`config.mk`:
```
export PLATFORM = sky130hd
export DESIGN_NAME = param_readback_tx
export DESIGN_NICKNAME = d
export VERILOG_FILES = /design/src/rtl/param_readback_tx.sv
export SDC_FILE = /design/constraint.sdc
export NUM_CORES = 1
export LEC_CHECK = 0
export BUFFER_PORTS_ARGS = -buffer_cell sky130_fd_sc_hd__buf_2
export CAP_MARGIN = 20
export CORE_MARGIN = 2
export CORE_UTILIZATION = 45
export CTS_BUF_LIST = sky130_fd_sc_hd__clkbuf_4
export CTS_CLUSTER_SIZE = 8
export DETAILED_ROUTE_END_ITERATION = 8
export PLACE_DENSITY = 0.73
export SYNTH_ARGS = -nofsm -noshare
export SYNTH_HDL_FRONTEND = slang
export SYNTH_SLANG_ARGS = --single-unit
```
`constraint.sdc`:
```
create_clock -name clk -period 8.1 [get_ports clk]
set_input_delay 0.81 -clock clk [delete_from_list [all_inputs] [get_ports clk]]
set_output_delay 0.81 -clock clk [all_outputs]
set_load 0.05 [all_outputs]
```
`src/rtl/param_readback_tx.sv`:
```
// Snapshots the pulse-parameter set on req and sends it as a 20-byte 8N1 packet: HEADER, 18 payload bytes, CHK.
// Latency: tx start bit 1 cycle after accept, done 200*CLKS_PER_BIT cycles later; no backpressure, req dropped while busy.
module param_readback_tx #(
    parameter int          CLKS_PER_BIT = 1250,
    parameter logic [7:0]  HEADER       = 8'hA5
) (
    input  logic        clk,
    input  logic        resetn,
    input  logic        req,
    input  logic [31:0] per,
    input  logic [15:0] p1wid,
    input  logic [15:0] del,
    input  logic [15:0] p2wid,
    input  logic [15:0] nut_d,
    input  logic [7:0]  nut_w,
    input  logic [7:0]  cp,
    input  logic [7:0]  p_bl,
    input  logic [15:0] p_bl_hf,
    input  logic        bl,
    output logic        tx,
    output logic        busy,
    output logic        done
);

    localparam int CW = (CLKS_PER_BIT > 2) ? $clog2(CLKS_PER_BIT) : 1;
    localparam logic [CW-1:0] BAUD_MAX  = CW'(CLKS_PER_BIT - 1);
    localparam logic [4:0]    LAST_BYTE = 5'd19;
    localparam logic [4:0]    CHK_BYTE  = 5'd18;
    localparam int            NUM_PAY   = 18;

    // Field order here is the wire order of the payload, MSB first.
    typedef struct packed {
        logic [31:0] per;
        logic [15:0] p1wid;
        logic [15:0] del;
        logic [15:0] p2wid;
        logic [15:0] nut_d;
        logic [7:0]  nut_w;
        logic [7:0]  cp;
        logic [7:0]  p_bl;
        logic [15:0] p_bl_hf;
        logic [6:0]  pad;
        logic        bl;
    } snap_t;

    typedef enum logic [2:0] {
        S_IDLE,
        S_START,
        S_DATA,
        S_STOP,
        S_DONE
    } state_t;

    state_t          state;
    snap_t           snap;
    snap_t           snap_in;
    logic [143:0]    snap_vec;
    logic [7:0]      pay [NUM_PAY];
    logic [7:0]      pay_byte;
    logic [CW-1:0]   baud_cnt;
    logic [2:0]      bit_idx;
    logic [4:0]      byte_idx;
    logic [7:0]      shreg;
    logic [7:0]      chk;

    always_comb begin
        snap_in.per     = per;
        snap_in.p1wid   = p1wid;
        snap_in.del     = del;
        snap_in.p2wid   = p2wid;
        snap_in.nut_d   = nut_d;
        snap_in.nut_w   = nut_w;
        snap_in.cp      = cp;
        snap_in.p_bl    = p_bl;
        snap_in.p_bl_hf = p_bl_hf;
        snap_in.pad     = 7'd0;
        snap_in.bl      = bl;
    end

    assign snap_vec = snap;

    always_comb begin
        for (int i = 0; i < NUM_PAY; i++) begin
            pay[i] = snap_vec[143 - 8*i -: 8];
        end
    end

    // byte_idx is the byte currently on the wire, so pay[byte_idx] is the next payload byte.
    always_comb begin
        pay_byte = 8'd0;
        if (byte_idx < CHK_BYTE) begin
            pay_byte = pay[byte_idx];
        end
    end

    always_ff @(posedge clk) begin
        if (!resetn) begin
            state    <= S_IDLE;
            tx       <= 1'b1;
            busy     <= 1'b0;
            done     <= 1'b0;
            baud_cnt <= '0;
            bit_idx  <= '0;
            byte_idx <= '0;
            shreg    <= '0;
            chk      <= '0;
            snap     <= '0;
        end else begin
            done <= 1'b0;
            case (state)
                S_IDLE: begin
                    if (req) begin
                        snap     <= snap_in;
                        shreg    <= HEADER;
                        tx       <= 1'b0;
                        busy     <= 1'b1;
                        baud_cnt <= BAUD_MAX;
                        byte_idx <= '0;
                        chk      <= '0;
                        state    <= S_START;
                    end
                end
                S_START: begin
                    if (baud_cnt == '0) begin
                        tx       <= shreg[0];
                        shreg    <= {1'b0, shreg[7:1]};
                        bit_idx  <= '0;
                        baud_cnt <= BAUD_MAX;
                        state    <= S_DATA;
                    end else begin
                        baud_cnt <= baud_cnt - 1'b1;
                    end
                end
                S_DATA: begin
                    if (baud_cnt == '0) begin
                        baud_cnt <= BAUD_MAX;
                        if (bit_idx == 3'd7) begin
                            tx    <= 1'b1;
                            state <= S_STOP;
                        end else begin
                            tx      <= shreg[0];
                            shreg   <= {1'b0, shreg[7:1]};
                            bit_idx <= bit_idx + 3'd1;
                        end
                    end else begin
                        baud_cnt <= baud_cnt - 1'b1;
                    end
                end
                S_STOP: begin
                    if (baud_cnt == '0) begin
                        if (byte_idx == LAST_BYTE) begin
                            done  <= 1'b1;
                            state <= S_DONE;
                        end else begin
                            byte_idx <= byte_idx + 5'd1;
                            tx       <= 1'b0;
                            baud_cnt <= BAUD_MAX;
                            state    <= S_START;
                            // chk already holds all 18 payload bytes when the last slot loads.
                            if (byte_idx == CHK_BYTE) begin
                                shreg <= chk;
                            end else begin
                                shreg <= pay_byte;
                                chk   <= chk + pay_byte;
                            end
                        end
                    end else begin
                        baud_cnt <= baud_cnt - 1'b1;
                    end
                end
                S_DONE: begin
                    busy  <= 1'b0;
                    state <= S_IDLE;
                end
                default: begin
                    state <= S_IDLE;
                end
            endcase
        end
    end

endmodule

```
==> flow_metrics.tcl, run 1 <==
set metrics [dict create \
    post-route-util_pct 51.5 \
    whs_path_depth 3 \
    cts_tree "done" \
    dieArea_mm2 0.0191 \
    track_usage_pct 22.5 \
    viasPerCell 5.48 \
    cts-root-buf "clkbuf_4" \
    gp_congestion 0.980 \
    rsz0062_at_grt "no" \
    hpwl_um 16200 \
    die_w_um 138 \
    synth-edff-count 0 \
    start_kind "flip-flop" \
    synthTopCellsByArea "dfxtp_1, nand2_1, a21oi_1, mux4_2, clkbuf_1" \
    rows 49 \
    async_flop_share_pct 0 \
    port_buffers 142 \
    timing.final.crit_share_pct 49.9 \
    diodes 0 \
    core_mm2 0.0178 \
    finalWirelength_um 21800 \
    placedInstanceArea_mm2 0.00885 \
    start_util_pct 45.5 \
    synth_nets 1122 \
    min_period_ps 4040 \
    grt-ovfl-total 0 \
    yosysWarnings 0 \
    hold_path.class "input pin to flip-flop" \
    tightest_slew_ps 1030 \
    synth_top_area_share_pct 44.1 \
    drtIter0Drc 694 \
    synth.distinct_cells 58 \
    finalNonFillerCells 1305 \
    slew_headroom_pct 30.9 \
    cts_sinks 178 \
    syn_avg_cell_area_um2 8.34 \
    antenna_found_initial 0 \
    max_freq_mhz 248 \
    grt_pass1_wl_um 34100 \
    endpoint_kind "flip-flop" \
    num-nets-final 1216 \
    fin_setup_tns_ps 0 \
    vias 7157 \
    slew_violations 0 \
    cts-resized-gates 0 \
    boundaryPins 143 \
    h-tree-depth 4 \
    die_h_um 138 \
    path_class "flip-flop to flip-flop" \
    wl_per_cell_um 16.7 \
    rr_worst_depth 11 \
    clock_latency_ps 610 \
    cts_max_path_buffers 2 \
    hold_viol 0 \
    drc_errors 0 \
    max-cap-violations 0 \
    cp.required_ps 8580 \
    synth_flop_cell "dfxtp_1" \
    syn_area_mm2 0.00808 \
    synth_top_cell_by_area "dfxtp_1" \
    finClkSkew_ps 29.4 \
    placed_cells 1272 \
    grt_pass1_vias 6525 \
    syn_inst 969 \
    setup_viol 0 \
    final_antenna_net_count 0 \
    p_per_area_mw_per_mm2 207 \
    areaGrowthSynthToFinish_pct 13.2 \
    power.leakage_nw 3.56 \
    ir_drop_v 0.000147 \
    n_fill_cell 1726 \
    grt_start_max_net_pins 132 \
    outcome "complete, no violations" \
    drive_above_1_share_pct 21.1 \
    crit_arrival_ps 4520 \
    numCtsBuffers 17 \
    post_cts.repair.setup_buffers 0 \
    path_clk_slew_ps 170 \
    yosysSeqAreaShare_pct 44.1 \
    ctsHoldBuffers 0 \
    synth_seq_cells 178 \
    firstDrtPassIters 5 \
    fin_area_mm2 0.00915 \
    worst-path-max-fanout 40 \
]
-- per-layer routing --
layer / share of wire (%) / global-route usage (%)
met1: 43 / 29.8
met2: 48 / 36.9
met3: 6.7 / 5.16
met4: 2.5 / 7.04
met5: 0 / 0
-- state kept, by name (all words and copies together), names as in the netlist --
name      flops
baud_cnt     11
bit_idx       3
busy          1
byte_idx      5
chk           8
done          1
pay         137
shreg         8
state         3
tx            1
-- through the flow --
stage               hold slack, ps  total power [mW]  setup WS (ps)
finish                         405              1.89           4060
global route                   377              1.98           3810
CTS                            379              1.90           4050
detailed placement             448              1.40           4090
global placement               444              1.40           4170
floorplan                      433              1.28           4210
-- worst paths after layout --
kind	start	end	slack, ps
setup / recovery	byte_idx[0]	chk[7]	4060
hold / removal	p1wid[6]	pay[102]	410
setup reg to reg	byte_idx[0]	chk[7]	4060
hold reg to reg	pay[39]	pay[39]	470
-- cells in the mapped netlist (all sizes together), types with 2 or more instances --
library cell,instances
o31ai,2
or3,7
nor2,39
mux4,34
and3,2
xnor2,11
mux2,3
a31oi,6
nor4,5
clkinv,2
mux2i,8
nand4bb,2
o211ai,3
o221ai,3
nor3,10
a22o,6
nand2,300
o22ai,4
a211oi,4
a22oi,5
xor2,7
inv,10
nand3b,4
or4,3
clkbuf,63
a21oi,173
buf,11
nand4,6
o21ai,11
nand2b,7
nand3,10
ha,12
dfxtp,178
-- critical path: stages (launching register included) --
cell and delay, ps:
dfxtp_2 360, buf_4 540, mux4_2 610, mux4_2 510, a22o_1 240, ha_1 290
a21oi_1 190, o211ai_1 160, o41ai_1 520, and4b_1 260, mux2i_1 130, o2111ai_1 110
-- logic make-up after synthesis --
kind of cell               count (synthesis)  share of synthesized area [%]
buffers and inverters                     86                           4.18
AOI/OAI and AO/OA                        226                           15.6
adders and majority gates                 13                           2.10
muxes                                     45                           10.9
xor gates and xnor gates                  18                           1.95
DFF                                      178                           44.1
and+or+nand+nor                          403                           21.2
-- cell usage in the layout, fill, tap and decap left out, types with 7 or more instances in the layout --
master / n
nand2_1: 300
dfxtp_1: 177
a21oi_1: 173
buf_2: 142
nor2_1: 37
mux4_2: 34
clkbuf_4: 17
ha_1: 12
xnor2_1: 11
o21ai_0: 11
nand3_1: 10
inv_1: 10
nor3_1: 9
mux2i_1: 8
nand2b_1: 7
or3_1: 7
xor2_1: 7
-- final cells by class --
cell class,count,area (µm²),area share [%]
well taps,229,287,3.13
multi-input cells,705,4190,45.8
clock buffers,17,128,1.39
flip-flops and latches,178,3560,38.9
inverters,12,47.5,0.519
clock inverters,15,150,1.64
repair buffers,149,783,8.56
-- power breakdown --
part	internal, mW	switching (mW)
clock network	0.161	0.343
logic	0.148	0.212
registers	0.958	0.0728
Power figures use the tool's default switching activity.
==> run 2: changes to the inputs <==
--- a/config.mk
+++ b/config.mk
@@ -12,7 +12,7 @@
 export CTS_BUF_LIST = sky130_fd_sc_hd__clkbuf_4
 export CTS_CLUSTER_SIZE = 8
 export DETAILED_ROUTE_END_ITERATION = 8
-export PLACE_DENSITY = 0.73
+export PLACE_DENSITY = 0.76
 export SYNTH_ARGS = -nofsm -noshare
 export SYNTH_HDL_FRONTEND = slang
 export SYNTH_SLANG_ARGS = --single-unit
==> constraint.sdc (replaced) <==
create_clock -name clk -period 3.55 [get_ports clk]
set_input_delay 0.355 -clock clk [delete_from_list [all_inputs] [get_ports clk]]
set_output_delay 0.355 -clock clk [all_outputs]
set_load 0.05 [all_outputs]
==> run 2 against run 1 <==
Routed wire length increased by 15%. Cell count increased by 12%. Critical path depth did not move. Register-to-register slack got worse by 4000 ps. Non-clock buffer count up 156.
==> flow_metrics.tcl, run 2 (synthesized netlist as in run 1, its figures left out) <==
set metrics [dict create \
    outcome "complete, no violations" \
    hold_viol 0 \
    cts_sinks 178 \
    min_from "p2wid[3]" \
    hold_path.class "input pin to flip-flop" \
    cpLargestDelayFamily "multiplexers" \
    areaGrowthSynthToFinish_pct 32.7 \
    clkPwrFrac_pct 25.5 \
    rr_worst_depth 11 \
    mostFrequentLayoutCell "nand2_1" \
    start_kind "flip-flop" \
    setup_viol 0 \
    post-route-util_pct 60.4 \
    cp.required_ps 4040 \
    gp_congestion 0.906 \
    cts-root-buf "clkbuf_4" \
    num-nets-final 1372 \
    grt_use_met1_pct 31.1 \
    min_period_ps 3470 \
    die_w_um 138 \
    gr-max-usage-layer "met2" \
    fin_setup_tns_ps 0 \
    p_sw_mw 1.49 \
    slew_violations 0 \
    path_cells "buf_12 > mux4_2 > mux4_2 > a22o_1 > ha_1 > a21oi_2 > o211ai_1 > o41ai_2 > and4b_1 > mux2i_1 > o2111ai_1" \
    worst-path-max-fanout 16 \
    start_util_pct 45.5 \
    boundaryPins 143 \
    grt_start_max_net_pins 81 \
    whs_path_depth 3 \
    slew_headroom_pct 44.9 \
    grt_pass1_wl_um 39100 \
    path_class "flip-flop to flip-flop" \
    p_per_area_mw_per_mm2 413 \
    clock_latency_ps 610 \
    max_freq_mhz 288 \
    grt_pass1_vias 7685 \
    wl_per_cell_um 17.2 \
    fin_ws_ps 83.0 \
    crit_top_cell "mux4_2" \
    drc_errors 0 \
    multi_input_area_mm2 0.00421 \
    r2r_slack_ps 80 \
    final_antenna_net_count 0 \
    min_to "pay[67]" \
    numCtsBuffers 17 \
    viasPerCell 5.53 \
    die_h_um 138 \
    place_ws_ps 96.1 \
    vias 8100 \
    p_comb_share_pct 22.0 \
    firstDrtPassIters 5 \
    holdWs_ps 27.0 \
    timing.final.crit_share_pct 97.7 \
    tightest_slew_ps 827 \
    antenna_found_initial 2 \
    crit_arrival_ps 3950 \
    finalWirelength_um 25200 \
    mostFrequentLayoutCells "nand2_1, dfxtp_1, a21oi_1, buf_2, dlygate4sd3_1" \
    drive_above_1_share_pct 20.8 \
    p_seq_share_pct 52.4 \
    n_fill_cell 1459 \
    path_clk_slew_ps 170 \
    rows 49 \
    max-cap-violations 0 \
    cp_num_buf_inv 1 \
    regArea_mm2 0.00357 \
    endpoint_kind "flip-flop" \
    cts_tree "done" \
    worst_r2r_endpoint "chk[7]" \
    rsz0062_at_grt "yes" \
    p_int_mw 2.94 \
    port_buffers 142 \
    slowest_delay_ps 540 \
    p_sw_share_pct 33.6 \
    worst_path_max_delay_cell "mux4_2" \
    hpwl_um 15500 \
    largest_reg_flops 137 \
    drtIter0Drc 682 \
    cts_max_path_buffers 2 \
    met3_usage_pct 5.72 \
    ir_drop_v 0.000303 \
    h-tree-depth 4 \
    grt_use_met2_pct 43.8 \
    core_mm2 0.0178 \
    grt-ovfl-total 0 \
    finClkSkew_ps 25.0 \
    power.leakage_nw 4.27 \
    timing.rr.start "byte_idx[0]" \
    dieArea_mm2 0.0191 \
    track_usage_pct 25.6 \
]
==> run 2: cell types whose count changed in the layout (fill, tap and decap cells not counted), sizes merged <==
cell	change
diode	+3
buf	+24
clkbuf	+1
bufinv	-1
dlygate4sd3	+132
clkinv	-1
inv	+1
==> run 2: how the worst max path moves through the flow <==
stage | startpoint | endpoint | slack (ps) | cells past startpoint
final | byte_idx[0] | chk[7] | 80 | 11
after global routing | byte_idx[0] | chk[7] | -80 | 11
after CTS | byte_idx[0] | chk[6] | 40 | 13
after detailed placement | byte_idx[0] | chk[6] | 100 | 13
after global placement | byte_idx[0] | chk[6] | 120 | 13
after floorplan | byte_idx[0] | chk[7] | 70 | 13
==> run 2: tightest hold or removal path: stages <==
cell	delay (ps)
buf_2	100
nand2_1	80
a21oi_1	80
==> run 2: final cells by class <==
cell class	count	share of cell area, %
multi-input combinational	705	39.2
sequential	178	33.2
antenna	3	0.0700
clock buffer	18	1.26
inverter	12	0.443
timing repair buffer	305	21.8
tap	229	2.67
clock inverter	14	1.29
==> run 2: routing by layer <==
layer / wire length (µm) / part of all wire (%) / vias up
met3: 1490 / 5.9 / 73
met5: 0 / 0 / -
li1: - / - / 3841
met1: 10300 / 41 / 3842
met2: 12600 / 50 / 344
met4: 867 / 3.4 / 0
==> run 2: power by group through the flow <==
stage,clock (mW),combinational (mW),sequential [mW]
floorplan,0,0.609,2.31
global placement,0,0.820,2.36
detailed placement,0,0.838,2.36
CTS,1.14,0.948,2.32
global route,1.23,1.07,2.34
finish,1.13,0.976,2.32
==> run 2: stage by stage <==
stage | area, µm² | cells | power [mW]
after global placement | 9010 | 1283 | 3.18
after global routing | 10700 | 1463 | 4.64
after CTS | 10600 | 1442 | 4.41
after detailed placement | 9010 | 1283 | 3.20
final | 10700 | 1464 | 4.43
after floorplan | 8100 | 969 | 2.92
==> run 2: repair_timing <==
item | in CTS | in global routing
endpoints found under the setup margin | 0 | 3
setup buffers | 0 | 14
hold buffers | 127 | 5
hold endpoints to repair | 127 | 5
gates resized for setup | 0 | 3
==> run 3: changes to the inputs <==
--- a/config.mk
+++ b/config.mk
@@ -12,6 +12,7 @@
 export CTS_BUF_LIST = sky130_fd_sc_hd__clkbuf_4
 export CTS_CLUSTER_SIZE = 8
 export DETAILED_ROUTE_END_ITERATION = 8
+export GPL_TIMING_DRIVEN = 0
 export PLACE_DENSITY = 0.76
 export SYNTH_ARGS = -nofsm -noshare
 export SYNTH_HDL_FRONTEND = slang
==> run 3 against run 2 <==
First-iteration DRC count is 6.0% higher. Global-route usage is 2.0 points higher. Sequential power hardly changed. Sequential share of layout area is 0.90 points lower. Routed wire length is 8.1% higher. Via count is 4.8% higher. Worst setup slack worse by 52 ps. Critical path type unchanged. Design area is 2.8% higher. Sequential cell count stayed put.
==> flow_metrics.tcl, run 3 (synthesized netlist as in run 1, its figures left out) <==
set metrics [dict create \
    placed_cells 1340 \
    rows 49 \
    min_period_ps 3520 \
    mostFrequentLayoutCells "nand2_1, dfxtp_1, a21oi_1, buf_2, dlygate4sd3_1" \
    boundaryPins 143 \
    mostFrequentLayoutCell "nand2_1" \
    endpoint_kind "flip-flop" \
    cts_sinks 178 \
    finalWirelength_um 27200 \
    rsz0062_at_grt "yes" \
    setup_viol 0 \
    dieArea_mm2 0.0191 \
    start_kind "flip-flop" \
    path_class "flip-flop to flip-flop" \
    worst-path-max-fanout 7 \
    min_to "pay[35]" \
    antenna_found_initial 0 \
    viasPerCell 5.62 \
    slew_headroom_pct 49.2 \
    wl_per_cell_um 18.0 \
    whs_path_depth 3 \
    worst_r2r_endpoint "chk[7]" \
    grt_use_met2_pct 46.8 \
    hpwl_um 17500 \
    r2r_slack_ps 30 \
    cts-root-buf "clkbuf_4" \
    die_h_um 138 \
    timing.rr.start "byte_idx[0]" \
    track_usage_pct 27.6 \
    gp_congestion 0.895 \
    rr_worst_depth 12 \
    outcome "complete, no violations" \
    finalNonFillerCells 1512 \
    fin_setup_tns_ps 0 \
    hold_viol 0 \
    clock_latency_ps 610 \
    drc_errors 0 \
    path_clk_slew_ps 160 \
    largest_reg_flops 137 \
    n_fill_cell 1448 \
    final_antenna_net_count 0 \
    cts_max_path_buffers 2 \
    max-cap-violations 0 \
    numCtsBuffers 17 \
    h-tree-depth 4 \
    grt_pass1_vias 8297 \
    cp.required_ps 4040 \
    grt_pass1_wl_um 42000 \
    hold_path.class "input pin to flip-flop" \
    max_freq_mhz 284 \
    cts_tree "done" \
    grt-ovfl-total 0 \
    areaGrowthSynthToFinish_pct 36.5 \
    tightest_slew_ps 756 \
    drtIter0Drc 723 \
    finClkSkew_ps 25.3 \
    p_per_area_mw_per_mm2 447 \
    drive_above_1_share_pct 20.6 \
    slew_violations 0 \
    core_mm2 0.0178 \
    firstDrtPassIters 5 \
    die_w_um 138 \
    power.leakage_nw 4.37 \
    min_from "cp[3]" \
    gr-max-usage-layer "met2" \
    met3_usage_pct 4.88 \
    start_util_pct 45.5 \
    diodes 0 \
    timing.final.crit_share_pct 99.1 \
    grt_start_max_net_pins 17 \
    num-nets-final 1423 \
    vias 8492 \
    grt_use_met1_pct 34.4 \
    port_buffers 142 \
    ir_drop_v 0.000326 \
    crit_arrival_ps 4010 \
]
[run 3: changes by cell type in the layout (fill, tap and decap cells not counted), moves of 5 or more]
cell,delta
clkbuf_1,+57
buf_4,-7
dlygate4sd3_1,-9
clkinv_4,-5
bufinv_16,+7
[run 3: per-stage QoR]
step | total power [mW] | cell area (µm²) | utilization, % | hold WS, ps | setup WS (ps)
global route | 5.13 | 11000 | 62.0 | -20.6 | -79.6
global placement | 3.21 | 9100 | 51.2 | 439 | -572
floorplan | 2.92 | 8100 | - | 433 | 69.0
finish | 4.93 | 11000 | 62.0 | 12.5 | 31.0
detailed placement | 3.23 | 9100 | 51.2 | 445 | -677
CTS | 4.87 | 10900 | 61.4 | 0.160 | -103
[run 3: worst max path at each step]
stage | slack [ps] | from | end | cells after the start
after global placement | -570 | byte_idx[1] | chk[7] | 12
after global routing | -80 | byte_idx[0] | chk[7] | 12
final | 30 | byte_idx[0] | chk[7] | 12
after detailed placement | -680 | byte_idx[1] | chk[7] | 12
after CTS | -100 | byte_idx[0] | chk[7] | 13
after floorplan | 70 | byte_idx[0] | chk[7] | 13
[run 3: power by group]
part | leakage, nW | internal (mW) | total (mW) | switching [mW]
clock | 0.217 | 0.806 | 1.58 | 0.777
sequential | 1.46 | 2.18 | 2.31 | 0.122
combinational | 2.69 | 0.448 | 1.04 | 0.594
total | 4.37 | 3.44 | 4.93 | 1.49
[run 3: cell type report]
class	count	area [µm²]	area share, %
flip-flops and latches	178	3570	32.3
plain buffers	73	374	3.39
clock buffers	19	143	1.29
inverters	12	45.0	0.408
multi-input cells	705	4260	38.6
repair buffers	283	2090	18.9
clock inverters	13	268	2.43
well taps	229	287	2.60
[run 3: metal layers]
layer / share of wire, % / up-vias / wire, µm
met2: 49 / 423 / 13300
li1: - / 3952 / -
met1: 40 / 4018 / 10800
met5: 0 / - / 0
met4: 4.2 / 0 / 1140
met3: 7.1 / 99 / 1940
[run 3: critical path, stage by stage (launching register included)]
cell and delay, ps:
dfxtp_4 430, buf_12 120, buf_12 120, mux4_2 530, mux4_2 530, a22o_1 220
ha_1 300, a21oi_2 140, o211ai_1 170, o41ai_4 330, and4b_1 240, mux2i_1 120
o2111ai_1 120
[run 3: repair_timing]
action | 4_1_cts | 5_1_grt
resized for setup | 29 | 13
buffers inserted | 14 | 4
hold buffers | 117 | 6
setup endpoints to repair | 6 | 4
pin swaps | 4 | 9
endpoints found under the hold margin | 117 | 6
